--- src/rtl/temporizador_pkg.sv ---
// Shared definitions for the temporizador timer controller.
// Holds the FSM state encoding exposed on the 'state' output and the
// default datapath widths used by the controller and its prescaler.
package temporizador_pkg;

  localparam int STATE_W     = 2;
  localparam int CNT_W_DEF   = 32;
  localparam int PRESC_W_DEF = 16;

  // Encoding is visible to software through the 'state' port, so it is fixed.
  typedef enum logic [STATE_W-1:0] {
    ST_IDLE = 2'd0,
    ST_RUN  = 2'd1,
    ST_HOLD = 2'd2,
    ST_DONE = 2'd3
  } state_t;

endpackage

--- src/rtl/temporizador_presc.sv ---
// Clock prescaler for the timer.
// Ports:
//   clk   - system clock, rising edge
//   rst   - asynchronous reset, active low
//   ena   - advance the divider this clock (controller is in RUN)
//   clr   - synchronous clear back to phase 0 (start/stop)
//   presc - divide value; one tick every presc+1 enabled clocks
//   tick  - combinational strobe, high on the enabled clock that ends a division
module temporizador_presc
  import temporizador_pkg::*;
#(
  parameter int PRESC_W = PRESC_W_DEF
) (
  input  logic               clk,
  input  logic               rst,
  input  logic               ena,
  input  logic               clr,
  input  logic [PRESC_W-1:0] presc,
  output logic               tick
);

  logic [PRESC_W-1:0] count;

  // The tick is taken from the current phase so presc=0 ticks on every enabled clock.
  assign tick = ena && (count == presc);

  // Phase counter: wraps to zero on the ticking clock, frozen while not enabled.
  always_ff @(posedge clk or negedge rst) begin
    if (!rst) begin
      count <= '0;
    end else if (clr) begin
      count <= '0;
    end else if (ena) begin
      if (count == presc) begin
        count <= '0;
      end else begin
        count <= count + PRESC_W'(1);
      end
    end
  end

endmodule

--- src/rtl/temporizador_ctrl.sv ---
// Programmable timer controller: sequences a up/down counter with a prescaler.
// Supports one-shot and periodic (auto-reload) modes, pause/hold, a one-clock
// terminal-count pulse and a sticky interrupt flag.
// Ports:
//   clk, rst        - clock and asynchronous active-low reset
//   start, stop     - pulses; start latches config and runs, stop aborts (stop wins)
//   pause           - level; freezes the count while running
//   periodic,dir_up - mode and direction, latched on start
//   period, presc   - terminal value and prescaler divide, latched on start
//   irq_clr         - pulse; clears irq (a simultaneous terminal keeps it set)
//   cnt             - current count
//   state           - IDLE=0 RUN=1 HOLD=2 DONE=3
//   busy            - state is RUN or HOLD
//   tc_pulse        - one clock per terminal count
//   irq             - sticky terminal flag
module temporizador_ctrl
  import temporizador_pkg::*;
#(
  parameter int CNT_W   = CNT_W_DEF,
  parameter int PRESC_W = PRESC_W_DEF
) (
  input  logic               clk,
  input  logic               rst,
  input  logic               start,
  input  logic               stop,
  input  logic               pause,
  input  logic               periodic,
  input  logic               dir_up,
  input  logic [CNT_W-1:0]   period,
  input  logic [PRESC_W-1:0] presc,
  input  logic               irq_clr,
  output logic [CNT_W-1:0]   cnt,
  output logic [STATE_W-1:0] state,
  output logic               busy,
  output logic               tc_pulse,
  output logic               irq
);

  state_t             state_q;
  logic [CNT_W-1:0]   period_q;
  logic [PRESC_W-1:0] presc_q;
  logic               periodic_q;
  logic               dir_up_q;
  logic               tick;
  logic               presc_ena;
  logic               presc_clr;
  logic               at_term;

  // The prescaler only runs in RUN; the clock that enters HOLD still advances,
  // and the frozen phase is resumed when the pause is released.
  assign presc_ena = (state_q == ST_RUN);
  assign presc_clr = start | stop;

  // Terminal is checked before stepping, so the count never wraps.
  assign at_term = dir_up_q ? (cnt == period_q) : (cnt == '0);

  assign state = state_q;

  temporizador_presc #(
    .PRESC_W (PRESC_W)
  ) u_presc (
    .clk   (clk),
    .rst   (rst),
    .ena   (presc_ena),
    .clr   (presc_clr),
    .presc (presc_q),
    .tick  (tick)
  );

  // Controller FSM, count register, shadow config and registered flags.
  // irq_clr is applied first so a terminal on the same clock overrides it.
  always_ff @(posedge clk or negedge rst) begin
    if (!rst) begin
      state_q    <= ST_IDLE;
      cnt        <= '0;
      busy       <= 1'b0;
      tc_pulse   <= 1'b0;
      irq        <= 1'b0;
      period_q   <= '0;
      presc_q    <= '0;
      periodic_q <= 1'b0;
      dir_up_q   <= 1'b0;
    end else begin
      tc_pulse <= 1'b0;
      if (irq_clr) begin
        irq <= 1'b0;
      end
      if (stop) begin
        state_q <= ST_IDLE;
        busy    <= 1'b0;
      end else if (start) begin
        period_q   <= period;
        presc_q    <= presc;
        periodic_q <= periodic;
        dir_up_q   <= dir_up;
        cnt        <= dir_up ? '0 : period;
        state_q    <= ST_RUN;
        busy       <= 1'b1;
      end else begin
        case (state_q)
          ST_RUN: begin
            if (tick && at_term) begin
              tc_pulse <= 1'b1;
              irq      <= 1'b1;
              if (periodic_q) begin
                cnt <= dir_up_q ? '0 : period_q;
                if (pause) begin
                  state_q <= ST_HOLD;
                end
              end else begin
                state_q <= ST_DONE;
                busy    <= 1'b0;
              end
            end else begin
              if (tick) begin
                cnt <= dir_up_q ? (cnt + CNT_W'(1)) : (cnt - CNT_W'(1));
              end
              if (pause) begin
                state_q <= ST_HOLD;
              end
            end
          end
          ST_HOLD: begin
            if (!pause) begin
              state_q <= ST_RUN;
            end
          end
          default: begin
          end
        endcase
      end
    end
  end

endmodule
--- config.mk ---
export PLATFORM = sky130hd
export DESIGN_NAME = temporizador_ctrl
export DESIGN_NICKNAME = d
export VERILOG_FILES = /design/src/rtl/temporizador_pkg.sv /design/src/rtl/temporizador_presc.sv /design/src/rtl/temporizador_ctrl.sv
export SDC_FILE = /design/constraint.sdc
export NUM_CORES = 1
export LEC_CHECK = 0
export CAP_MARGIN = 20
export CORE_AREA = 2 2 124 126
export CTS_CLUSTER_DIAMETER = 200
export DETAILED_ROUTE_END_ITERATION = 10
export DIE_AREA = 0 0 126 128
export GPL_ROUTABILITY_DRIVEN = 0
export GPL_TIMING_DRIVEN = 0
export PLACE_DENSITY = 0.82
export SLEW_MARGIN = 10
export SYNTH_ARGS = -nofsm -noshare
export SYNTH_HDL_FRONTEND = slang
export SYNTH_SLANG_ARGS = --single-unit
--- constraint.sdc ---
create_clock -name clk -period 3.4 [get_ports clk]
set_input_delay 0.51 -clock clk [delete_from_list [all_inputs] [get_ports clk]]
set_output_delay 0.51 -clock clk [all_outputs]
set_load 0.005 [all_outputs]
Word level (Yosys, flattened, before mapping)
Cells that the tools add are included.
{"block": "word_totals", "reg_bits": 103, "input_bits": 56, "output_inout_bits": 37, "word_cells": 68}
{"block": "classes", "n_addsub": 3, "eq_ne": 7, "n_mux": 33, "bitwise": 2, "n_reduce_logical": 13}
{"cell": "$mux 32", "count": 8}
{"cell": "$mux 16", "count": 3}
{"cell": "$add 32x1->32 const B", "count": 1}
{"cell": "$eq 32x32->1", "count": 1}
{"cell": "$logic_not 32->1", "count": 1}
{"cell": "$sub 32x1->32 const B", "count": 1}
{"cell": "$add 16x1->16 const B", "count": 1}
{"cell": "$eq 16x16->1", "count": 1}
{"cell": "$mux 1", "count": 15}
{"cell": "$mux 2", "count": 6}
{"cell": "$reduce_bool 3->1", "count": 3}
{"cell": "$ne 3x3->1 const B", "count": 2}
{"cell": "$ne 4x4->1 const B", "count": 1}
{"cell": "$pmux 2 s2", "count": 1}
{"cell": "$reduce_and 2->1", "count": 2}
{"cell": "$reduce_and 4->1", "count": 1}
{"cell": "$reduce_bool 2->1", "count": 2}
{"cell": "$reduce_bool 4->1", "count": 1}
{"cell": "$reduce_and 3->1", "count": 1}
{"cell": "$eq 2x1->1 const B", "count": 1}
{"cell": "$eq 2x2->1 const B", "count": 1}
{"cell": "$logic_and 1x1->1", "count": 2}
{"cell": "$not 1->1", "count": 1}
{"cell": "$or 1x1->1", "count": 1}

Longest topological paths before layout
{"block": "depth", "word_depth": 7, "depth_mapped": 12, "depth_no_buf": 10}

Cells and area by module
Synthesis repeated with hierarchy kept, for this count alone.
{"block": "hier_totals", "cells_unflattened": 760, "hier_area_um2": 7211.9}
{"mod": "temporizador_ctrl", "instances": 1, "cells_per_inst": 657, "area_each_um2": 6175.9, "seq_area_each_um2": 2177.1}
{"mod": "temporizador_presc", "instances": 1, "cells_per_inst": 103, "area_each_um2": 1036.0, "seq_area_each_um2": 400.4}

Worst setup path after synthesis
OpenSTA, ideal clock, no wires.
{"block": "synth_timing", "kind": "register to register", "start": "register dir_up_q", "end": "register cnt[30]", "setup_ns": 0.092, "arrival_ns": 3.597, "t_required_ns": 3.308, "slack_ns": -0.289, "path_stages_with_launch": 12, "path_buffers": 1, "period_less_slack_ns": 3.689, "path_cell_list": "dfrtp_1 > inv_2 > clkbuf_1 > ha_1 > nor2b_1 > o2111ai_1 > a2111o_1 > a311o_1 > a21oi_1 > nand4_1 > and4b_1 > o31ai_2"}
{"block": "synth_between", "elab_chain_cells": 5, "elab_cells_between_ends": 12, "cone_classes": "eq/ne: 1; mux: 8; reduce/logical: 3"}
{"element": "start: declaration", "line_no": "temporizador_ctrl.sv:43", "source": "logic dir_up_q;"}
{"element": "start signal: assignment", "line_no": "temporizador_ctrl.sv:95", "source": "dir_up_q <= dir_up;"}
{"element": "$mux 32 (tied with other cells)", "line_no": "temporizador_ctrl.sv:116", "source": "cnt <= dir_up_q ? (cnt + CNT_W'(1)) : (cnt - CNT_W'(1));"}
{"element": "$mux 32 (tied with other cells)", "line_no": "temporizador_ctrl.sv:115", "source": "if (tick) begin"}
{"element": "$mux 32", "line_no": "temporizador_ctrl.sv:102", "source": "if (tick && at_term) begin"}
{"element": "$mux 32", "line_no": "temporizador_ctrl.sv:100", "source": "case (state_q)"}
{"element": "$mux 32", "line_no": "temporizador_ctrl.sv:91", "source": "end else if (start) begin"}
{"element": "end signal: assignment", "line_no": "temporizador_ctrl.sv:96", "source": "cnt <= dir_up ? '0 : period;"}
{"element": "end signal: assignment", "line_no": "temporizador_ctrl.sv:106", "source": "cnt <= dir_up_q ? '0 : period_q;"}
{"element": "end signal: assignment", "line_no": "temporizador_ctrl.sv:116"}
{"element": "end: declaration", "line_no": "temporizador_ctrl.sv:32", "source": "output logic [CNT_W-1:0] cnt,"}
Parallel ways exist; a longest one is shown, timed or not. The select of a mux whose other input is x is not followed.
A chain may end at the register's enable or synchronous reset.

Worst setup path in the final report
{"block": "layout_timing", "start": "register dir_up_q", "end": "register cnt[28]"}
Same word-level chain as after synthesis.

==> impl_metrics.py <==
metrics = {
    "final_layout": {
        "final_common_cell": "dfrtp_1",
        "most-common-layout-cells": "dfrtp_1 (102), clkdlybuf4s50_1 (90), nand2_1 (85)",
        "area_delta_synth_final_pct": 21.3,
        "final_layout_size_suffix_gt1_share_pct": 13.0,
        "fin_cells": 1080,
        "layout.nets": 977,
        "fill_cells": 1273,
        "diodes": 0,
        "utilization_pct": 59.7,
    },
    "power_and_ir_drop": {
        "power_mw": 6.35,
        "power_density_nw_per_um2": 715,
        "vdd_drop_max_mv": 0.341,
        "p_leak_nw": 3.66,
    },
    "worst_setup_path": {
        "rr_startpoint": "dir_up_q$_DFFE_PN0P_",
        "crit_path_top_delay_cell": "a2111o_1",
        "crit_type": "reg2reg",
        "max_stage_delay_ns": 0.53,
        "crit_required_ns": 3.69,
        "cp-start-kind": "flip-flop",
        "cp.arrival_ns": 3.66,
        "critPathMaxFanout": 4,
        "cp_cell_sequence": "buf_4 -> fa_2 -> nor2b_4 -> o2111ai_4 -> a2111o_1 -> a311o_2 -> a2111oi_4 -> or4_1 -> nand3_1 -> a31oi_1",
        "critPathLaunch": "dir_up_q$_DFFE_PN0P_",
        "critPathCaptureType": "flip-flop",
    },
    "timing": {
        "clock_skew_ns": 0.0102,
        "finalSetupTns_ns": 0,
        "post-route-period-util_pct": 99.4,
        "drv_slew": 0,
        "layout_setup_ws_ns": 0.0220,
        "hold_viol_final": 0,
        "rsz0062_at_grt": "yes",
        "period_minus_slack_ns": 3.38,
        "worstMarginPinSlew_ns": 0.773,
        "slew_headroom_pct": 48.4,
        "max_freq_mhz": 296,
        "final-setup-viol-count": 0,
    },
    "global_routing": {
        "grt_util_all_layers_pct": 26.6,
        "grt_max_degree": 53,
        "antenna_found_initial": 0,
        "grt_pass1_wl_mm": 33.7,
        "overflow": 0,
        "grt_pass1_vias": 6378,
        "use_met2_pct": 40.8,
        "grt.busiest_layer": "met2",
        "met3_usage_pct": 5.34,
        "gr-usage-met1_pct": 36.1,
    },
    "synth": {
        "ys_seq_elements": 103,
        "yosys_most_used_dff": "dfrtp_1",
        "synthesis.area_um2": 7320,
        "seq_area_frac_synth_pct": 35.2,
        "async_flop_share_pct": 100,
        "synth_edf_count": 0,
        "ys_warn_count": 0,
        "syn_avg_cell_area_um2": 9.36,
        "syn-num-nets": 872,
        "synth_cells": 782,
        "yosysUniqueCellTypes": 84,
    },
    "cts": {
        "clk_pin_slew_ns": 0.07,
        "root_buffer": "clkbuf_16",
        "h-tree-depth": 3,
        "cts_tree": "yes",
        "cts_sinks": 103,
        "cts-root-to-sink-buffers": 2,
        "clk_latency_ns": 0.37,
        "hold_buffers": 0,
        "cts_buffers": 9,
    },
    "floorplanning": {
        "core_area_um2": 14900,
        "die_width_um": 126,
        "initial_core_util_pct": 49.2,
        "die_y_um": 128,
        "pin_count": 93,
        "dieArea_um2": 16100,
        "rows": 45,
    },
    "detailed_routing": {
        "drt_iter0_drc": 673,
        "firstDrtPassIters": 8,
        "drcViolationCount": 0,
        "antenna_left": 0,
        "dr_total_vias": 6735,
        "vias_per_cell": 6.24,
        "wirelength_mm": 21.5,
        "wire_per_inst_um": 19.9,
    },
    "place": {
        "place_ws_ns": -0.771,
        "port_buffers": 91,
        "dpl.hpwl_mm": 16.0,
        "dp_cells": 1062,
    },
    "worst_hold_path": {
        "hold_path.class": "in2async",
    },
    "job": {
        "max_cap_viol_count": 0,
    },
    "run_status": {
        "status": "completed",
    },
}
==> synthesized netlist by cell type, types with 3 or more instances <==
| cell type | instances | area share, % |
|---|---|---|
| a221oi_2 | 4 | 0.82 |
| a221oi_1 | 4 | 0.48 |
| a211oi_1 | 3 | 0.31 |
| o2111ai_1 | 4 | 0.48 |
| a32oi_1 | 3 | 0.36 |
| a2111oi_0 | 3 | 0.36 |
| nor2_1 | 51 | 2.6 |
| buf_6 | 4 | 0.62 |
| o21bai_1 | 6 | 0.62 |
| a22oi_1 | 7 | 0.72 |
| o21ai_1 | 10 | 0.68 |
| buf_1 | 3 | 0.15 |
| mux2_2 | 46 | 7.1 |
| inv_1 | 28 | 1.4 |
| or4_1 | 3 | 0.31 |
| nor3_1 | 10 | 0.68 |
| buf_2 | 5 | 0.34 |
| ha_1 | 33 | 5.6 |
| nand3_1 | 15 | 1.0 |
| and3_1 | 12 | 1.0 |
| nor2b_1 | 5 | 0.43 |
| a21oi_1 | 45 | 3.1 |
| nand3b_1 | 3 | 0.31 |
| clkbuf_1 | 14 | 0.72 |
| mux2i_1 | 20 | 2.7 |
| o21ai_0 | 38 | 2.6 |
| o21a_1 | 4 | 0.41 |
| nand2_1 | 85 | 4.4 |
| nand2b_1 | 9 | 0.77 |
| nand4_1 | 16 | 1.4 |
| xnor2_1 | 35 | 4.2 |
| o41ai_1 | 3 | 0.36 |
| a31oi_1 | 12 | 1.0 |
| dfrtp_1 | 103 | 35 |
| xor2_1 | 38 | 4.5 |
| nor4_1 | 12 | 1.0 |
| a22oi_2 | 5 | 0.85 |
| o211ai_1 | 5 | 0.51 |
| o31ai_1 | 6 | 0.62 |
| a21o_1 | 17 | 1.7 |
==> area by class of cell <==
cell class | count | area, um^2 | area share, %
sequential | 103 | 2580 | 29.0
buffer | 27 | 155 | 1.75
multi-input combinational | 622 | 4530 | 51.1
clock inverter | 6 | 67.6 | 0.761
clock buffer | 10 | 229 | 2.58
timing repair buffer | 95 | 962 | 10.8
inverter | 29 | 116 | 1.31
tap | 188 | 235 | 2.65
==> final timing paths <==
| check | end | slack, ns | depth (start not counted) |
|---|---|---|---|
| max | cnt[28]$_DFFE_PN0P_ | 0.02 | 10 |
| min | irq$_DFF_PN0_ | 0.08 | 1 |
| max reg2reg | cnt[28]$_DFFE_PN0P_ | 0.02 | 10 |
| min reg2reg | irq$_DFF_PN0_ | 0.49 | 1 |
| max in group asynchronous | period_q[10]$_DFFE_PN0P_ | 2.68 | 2 |
| min in group clk | irq$_DFF_PN0_ | 0.49 | 1 |
==> metrics by stage <==
stage,hold slack [ns],area [um^2]
after floorplan,0.214,7320
after global placement,0.461,8470
final,0.0784,8880
after CTS,0.108,8810
after detailed placement,0.477,8500
after global routing,0.123,8880
==> state kept, by name (all words and copies together) (netlist names) <==
register and flops:
state 2, u_presc.count 16, busy 1, irq 1, presc_q 16, cnt 32, periodic_q 1, dir_up_q 1
period_q 32, tc_pulse 1
==> timing repair <==
item / in CTS / in global routing
resized for setup: 6 / 10
buffers inserted: 0 / 3
pin swaps: 0 / 6
endpoints found under the setup margin: 20 / 8
endpoints found under the hold margin: 0 / 0
==> report_power, final <==
group          internal [mW]  switching, mW
Clock                  0.575          0.494
Combinational           1.60           1.84
Sequential              1.46          0.382
Total                   3.63           2.72
==> logic make-up (layout without fill, tap and decap cells) <==
| family | count (synthesis) | after routing | share of synthesized area, % |
|---|---|---|---|
| and+or+nand+nor | 243 | 243 | 16.8 |
| AOI/OAI and AO/OA | 206 | 206 | 19.9 |
| DFF | 103 | 103 | 35.2 |
| xor gates and xnor gates | 73 | 73 | 8.73 |
| muxes | 66 | 66 | 9.81 |
| buffers and inverters | 57 | 167 | 3.62 |
| adders and majority gates | 34 | 34 | 5.91 |
==> critical path: cells and delay by family (launching register included) <==
kind	cells	cell delay, ns
fa+ha+maj	1	0.42
simple gates	3	0.47
buf+inv	1	0.18
compound gates	5	1.77
flops	1	0.47
==> metal layers <==
| layer | vias up | routed length (um) | share of wire [%] |
|---|---|---|---|
| met1 | 3218 | 9140 | 42 |
| met3 | 73 | 1930 | 9.0 |
| met2 | 350 | 9530 | 44 |
| met5 | - | 0 | 0 |
| met4 | 0 | 934 | 4.3 |
| li1 | 3094 | - | - |
Note: power is estimated with default switching activity, not from simulation.
==> patch 1: new RTL, same settings <==
Add an input register stage for `presc`; this delays it by one clock. The other inputs are not delayed to match.
--- a/src/rtl/temporizador_ctrl.sv
+++ b/src/rtl/temporizador_ctrl.sv
@@ -36,4 +36,10 @@
   output logic               irq
 );
+
+  logic [PRESC_W-1:0] presc_r;
+
+  always_ff @(posedge clk) begin
+    presc_r <= presc;
+  end
 
   state_t             state_q;
@@ -91,5 +97,5 @@
       end else if (start) begin
         period_q   <= period;
-        presc_q    <= presc;
+        presc_q    <= presc_r;
         periodic_q <= periodic;
         dir_up_q   <= dir_up;
Formal check against the unedited RTL: not equivalent (a bounded check fails within 4 cycles, from zero or initial values and one cycle with rst low).
==> patch 1 against the original RTL <==
Hold slack improved by 380 ps. Sequential share of layout area increased by 1.7 points. Worst setup slack improved by 110 ps. Critical path depth increased by 1. Area after synthesis increased by 2.2%. Sequential cell count increased by 16. Power increased by 6.8%. Routed wire length increased by 6.9%. Critical path type unchanged. Design area increased by 6.3%. Die area unchanged.
==> patch 1: results (changes against the original RTL) <==
[clock_tree]
later_pin_clock_latency_in_the_skew_report_ps = 420  ; +50 ps
cts-root-to-sink-buffers = 2  ; unchanged
clock-root-buffer = sky130_fd_sc_hd__clkbuf_16
cts_made_buffers = 17  ; +8
cts_htree_levels = 4  ; +1
worst_setup_hold_path_clk_slew_ps = 60

[grt]
antenna_violations_before_repair = 0  ; unchanged
grt_first_pass_wirelength_mm = 36.4  ; +7.8%
grt_start_max_net_pins = 78  ; +47%
first_global_vias = 6883  ; +7.9%
grtUsageTotal = 0.286  ; +0.0191

[sta]
maxSlewHeadroom = 0.474  ; -0.0106
clock.fmax_mhz = 306  ; +3.2%
worst_clock_skew_ps = 12.7  ; +2.50 ps
finalHoldViolations = 0  ; unchanged
final.hold.worst_slack_ps = 461  ; +383 ps

[setup_path]
path_max_fanout = 20  ; +16
rrSetupSlack_ps = 130  ; +110 ps
arrival_ps = 3580  ; -80 ps

[min_path]
hold_path_class = reg2reg

[detailed_routing]
initialDrtViolationCount = 833  ; +24%
drt_pre_antenna_iters = 6  ; -2
drt-total-wl_mm = 23.0  ; +6.9%
detail_route.vias_per_cell = 6.38  ; +2.3%
via_count = 7058  ; +4.8%

[power_and_ir_drop]
intPower_uw = 4150  ; +14%
irDropWorstVdd_mv = 0.382  ; +12%
leakagePower_uw = 0.00384  ; +4.8%

[logic_synthesis]
dominantRegCellSynth = sky130_fd_sc_hd__dfrtp_1
netlist_cell_types = 65  ; -23%
postSynthCellCount = 785  ; +0.38%
postSynthNetCount = 875  ; +0.34%
synth.top_cells.by_count = sky130_fd_sc_hd__dfrtp_1 (103), sky130_fd_sc_hd__nand2_1 (69), sky130_fd_sc_hd__xnor2_1 (60)
seq_area_frac_synth = 0.387  ; +0.0351
ys.warnings.count = 0  ; unchanged
async_reset_ff_frac = 0.866  ; -0.134
synth_area_leaders = sky130_fd_sc_hd__dfrtp_1 (34%), sky130_fd_sc_hd__mux2_2 (7.2%), sky130_fd_sc_hd__xnor2_1 (7.0%), sky130_fd_sc_hd__ha_1 (5.5%), sky130_fd_sc_hd__dfxtp_1 (4.3%)

[cells_and_area]
finalNetCount = 995  ; +1.8%
largest_registers = cnt: 32 flops, period_q: 32 flops
fraction_of_final_layout_cells_with_drive_strength_greater_than_1 = 0.136  ; +0.00612
fillCellCount = 1192  ; -6.4%
n_antenna_cell = 0  ; unchanged

[place]
detailed_place_hpwl_mm = 15.8  ; -1.1%
placement.io_buffers = 92  ; +1.1%
pre_cts_ws_ps = -828  ; -56.8 ps
placement.cell_area_sq_um = 8670  ; +2.1%
dp_cells = 1066  ; +0.38%

[status]
run_status = finished clean

## patch 1: changes by cell type after synthesis, sizes merged, moves of 7 or more
cell,change
xnor2,+25
xor2,-17
dfxtp,+16
nand2,-16
o21ai,-13
nand4,+12
a221o,+11
o21a,+11
a22oi,-8
inv,-8
mux2i,-8
and3,+7
clkbuf,+7
## patch 1: per-layer routing
metal,part of all wire,GRT usage
met5,0,0
met2,0.47,0.460
met3,0.10,0.0580
met4,0.041,0.124
met1,0.39,0.375
## patch 1: worst paths after layout
| kind | startpoint | to | cells past startpoint |
|---|---|---|---|
| hold / removal | presc_r[15] | presc_q[15] | 1 |
| setup / recovery | dir_up_q | cnt[17] | 11 |
| max in group asynchronous | rst | cnt[27] | 3 |
| setup reg to reg | dir_up_q | cnt[17] | 11 |
| min in group asynchronous | rst | presc_q[4] | 2 |
| hold reg to reg | presc_r[15] | presc_q[15] | 1 |
## patch 1: final cells by class
cell class                 count  area, sq um  area share
multi-input combinational    614         4450       0.472
clock buffer                  19          443      0.0469
tap                          188          235      0.0249
timing repair buffer         103         1030       0.109
sequential                   119         2900       0.307
buffer                        29          146      0.0155
inverter                      21         82.6     0.00875
clock inverter                13          146      0.0155
## patch 1: critical path, cell delays in order (launching register included)
cell and delay [ps]:
sky130_fd_sc_hd__dfrtp_2 390, sky130_fd_sc_hd__clkinvlp_4 140, sky130_fd_sc_hd__clkbuf_16 220, sky130_fd_sc_hd__ha_1 400, sky130_fd_sc_hd__a21oi_1 160, sky130_fd_sc_hd__o21ai_0 150
sky130_fd_sc_hd__nor3_1 540, sky130_fd_sc_hd__a21oi_1 270, sky130_fd_sc_hd__a21boi_0 260, sky130_fd_sc_hd__xor2_1 210, sky130_fd_sc_hd__mux2i_1 100, sky130_fd_sc_hd__a221o_1 320
## patch 1: power by group through the flow
| stage | Sequential, uW | Clock [uW] | Combinational, uW |
|---|---|---|---|
| 3_5_place_dp | 1990 | 0 | 2770 |
| 6_report | 1980 | 1810 | 2990 |
| 2_1_floorplan | 1890 | 0 | 1930 |
| 4_1_cts | 1960 | 1810 | 2850 |
| 5_1_grt | 2000 | 1890 | 3230 |
| 3_3_place_gp | 1980 | 0 | 2710 |
## patch 1: timing repair
item	4_1_cts	5_1_grt
hold buffers	1	0
setup endpoints to repair	24	16
gates resized for setup	10	12
hold endpoints to repair	26	0
gates cloned	0	1
setup buffers	2	6
pin swaps	1	2
## patch 1: kinds of logic after synthesis
group | share of synthesized area
buf+inv | 0.0283
mux | 0.0883
fa+ha+maj | 0.0579
flops | 0.387
compound gates | 0.179
xor+xnor | 0.0948
simple gates | 0.164
==> patch 2: new RTL, same settings <==
Without the edit above. `PRESC_W_DEF`: 16 -> 24.
--- a/src/rtl/temporizador_pkg.sv
+++ b/src/rtl/temporizador_pkg.sv
@@ -6,5 +6,5 @@
   localparam int STATE_W     = 2;
   localparam int CNT_W_DEF   = 32;
-  localparam int PRESC_W_DEF = 16;
+  localparam int PRESC_W_DEF = 24;
 
   // Encoding is visible to software through the 'state' port, so it is fixed.
Interface: changed (resized presc); port bits go from 93 to 101. No check against the original RTL was run, so the function may have changed too.
==> patch 2 against the original RTL <==
The run now ends with negative hold slack left. Routed wire length increased by 9.2%. Sequential cell count rose by 16. Worst setup slack got worse by 11 ps. Design area up 12%. Sequential share of layout area up 1.0 points. Area after synthesis is 9.5% higher. Power is 6.9% higher. Sequential power is 8% higher. Combinational power decreased by 9.9%. Largest cell class unchanged.
==> patch 2: results (changes against the original RTL) <==
[sta]
finalHoldViolations = 7  ; +7
clock.fmax_mhz = 295  ; -0.31%
worst_clock_skew_ps = 15.5  ; +5.34 ps
worstMarginPinSlew_ps = 857  ; +83.2 ps
final.hold.worst_slack_ps = -13.0  ; -91.4 ps

[status]
violations = negative hold slack
run_status = finished with violations

[cells_and_area]
finalNetCount = 1091  ; +12%
buffer_area_frac = 0.131  ; +0.00522
multiInputGateArea_sq_um = 4760  ; +4.9%
multi_input_cells = 690  ; +11%
clock_buffers = 18  ; +8
seq_area_sq_um = 2980  ; +15%
fillCellCount = 1186  ; -6.8%
final_util = 0.667  ; +0.0694

[place]
detailed_place_hpwl_mm = 17.0  ; +6.2%
pre_cts_ws_ps = -341  ; +430 ps
placement.io_buffers = 99  ; +8.8%

[logic_synthesis]
seq_area_frac_synth = 0.371  ; +0.0193
syn_area_per_cell_sq_um = 9.17  ; -2.0%
synth_compound_area_frac = 0.175  ; -0.0242
synth_adder_area_share = 0.0540  ; -0.00515
synth.top_cells.by_count = sky130_fd_sc_hd__dfrtp_1 (119), sky130_fd_sc_hd__a21oi_1 (99), sky130_fd_sc_hd__nor2_1 (73)
netlist_cell_types = 70  ; -17%

[power_and_ir_drop]
share_seq_of_total_power = 0.292  ; +0.002
clk-power_uw = 1700  ; +59%
irDropWorstVdd_mv = 0.461  ; +35%

[setup_path]
arrival_ps = 3750  ; +90 ps
timing.critical_path.slowest_stage_cell = sky130_fd_sc_hd__dfrtp_1
critPathMaxStageDelay_ps = 430  ; -100 ps
path_max_fanout = 39  ; +35
worst_setup_path_endpoint = cnt[31]

[clock_tree]
cts_made_buffers = 17  ; +8
later_pin_clock_latency_in_the_skew_report_ps = 440  ; +70 ps

[detailed_routing]
drt_pre_antenna_iters = 5  ; -3
initialDrtViolationCount = 774  ; +15%
drt-wirelength-per-cell_um = 19.7  ; -1.3%

[grt]
grtUsageTotal = 0.296  ; +0.0297
grt_first_pass_wirelength_mm = 37.2  ; +10%
first_global_vias = 6967  ; +9.2%

## patch 2: through the flow
step / TNS, ps / total power (uW)
after global placement: -338540 / 4830
after global routing: -196 / 7180
final: 0 / 6790
after floorplan: 0 / 3960
after CTS: 0 / 6660
after detailed placement: -1070 / 4900
## patch 2: worst min-delay path by stage
stage / start / endpoint / slack [ps] / cells after the start
2_1_floorplan: rst / busy / 210 / 0
3_3_place_gp: irq / irq / 460 / 1
3_5_place_dp: rst / cnt[6] / 460 / 1
4_1_cts: rst / cnt[6] / 2 / 1
5_1_grt: rst / cnt[6] / 20 / 1
6_report: rst / cnt[6] / -10 / 1
## patch 2: layer usage
layer,global-route usage,wire length [um],vias to the layer above
li1,-,-,3413
met1,0.390,9440,3564
met2,0.479,11400,399
met3,0.0593,1900,68
met4,0.127,804,0
met5,0,0,-
## patch 2: timing repair
item	in CTS	in global routing
setup endpoints to repair	11	16
pin swaps	0	3
gates resized for setup	9	9
buffers inserted	0	3
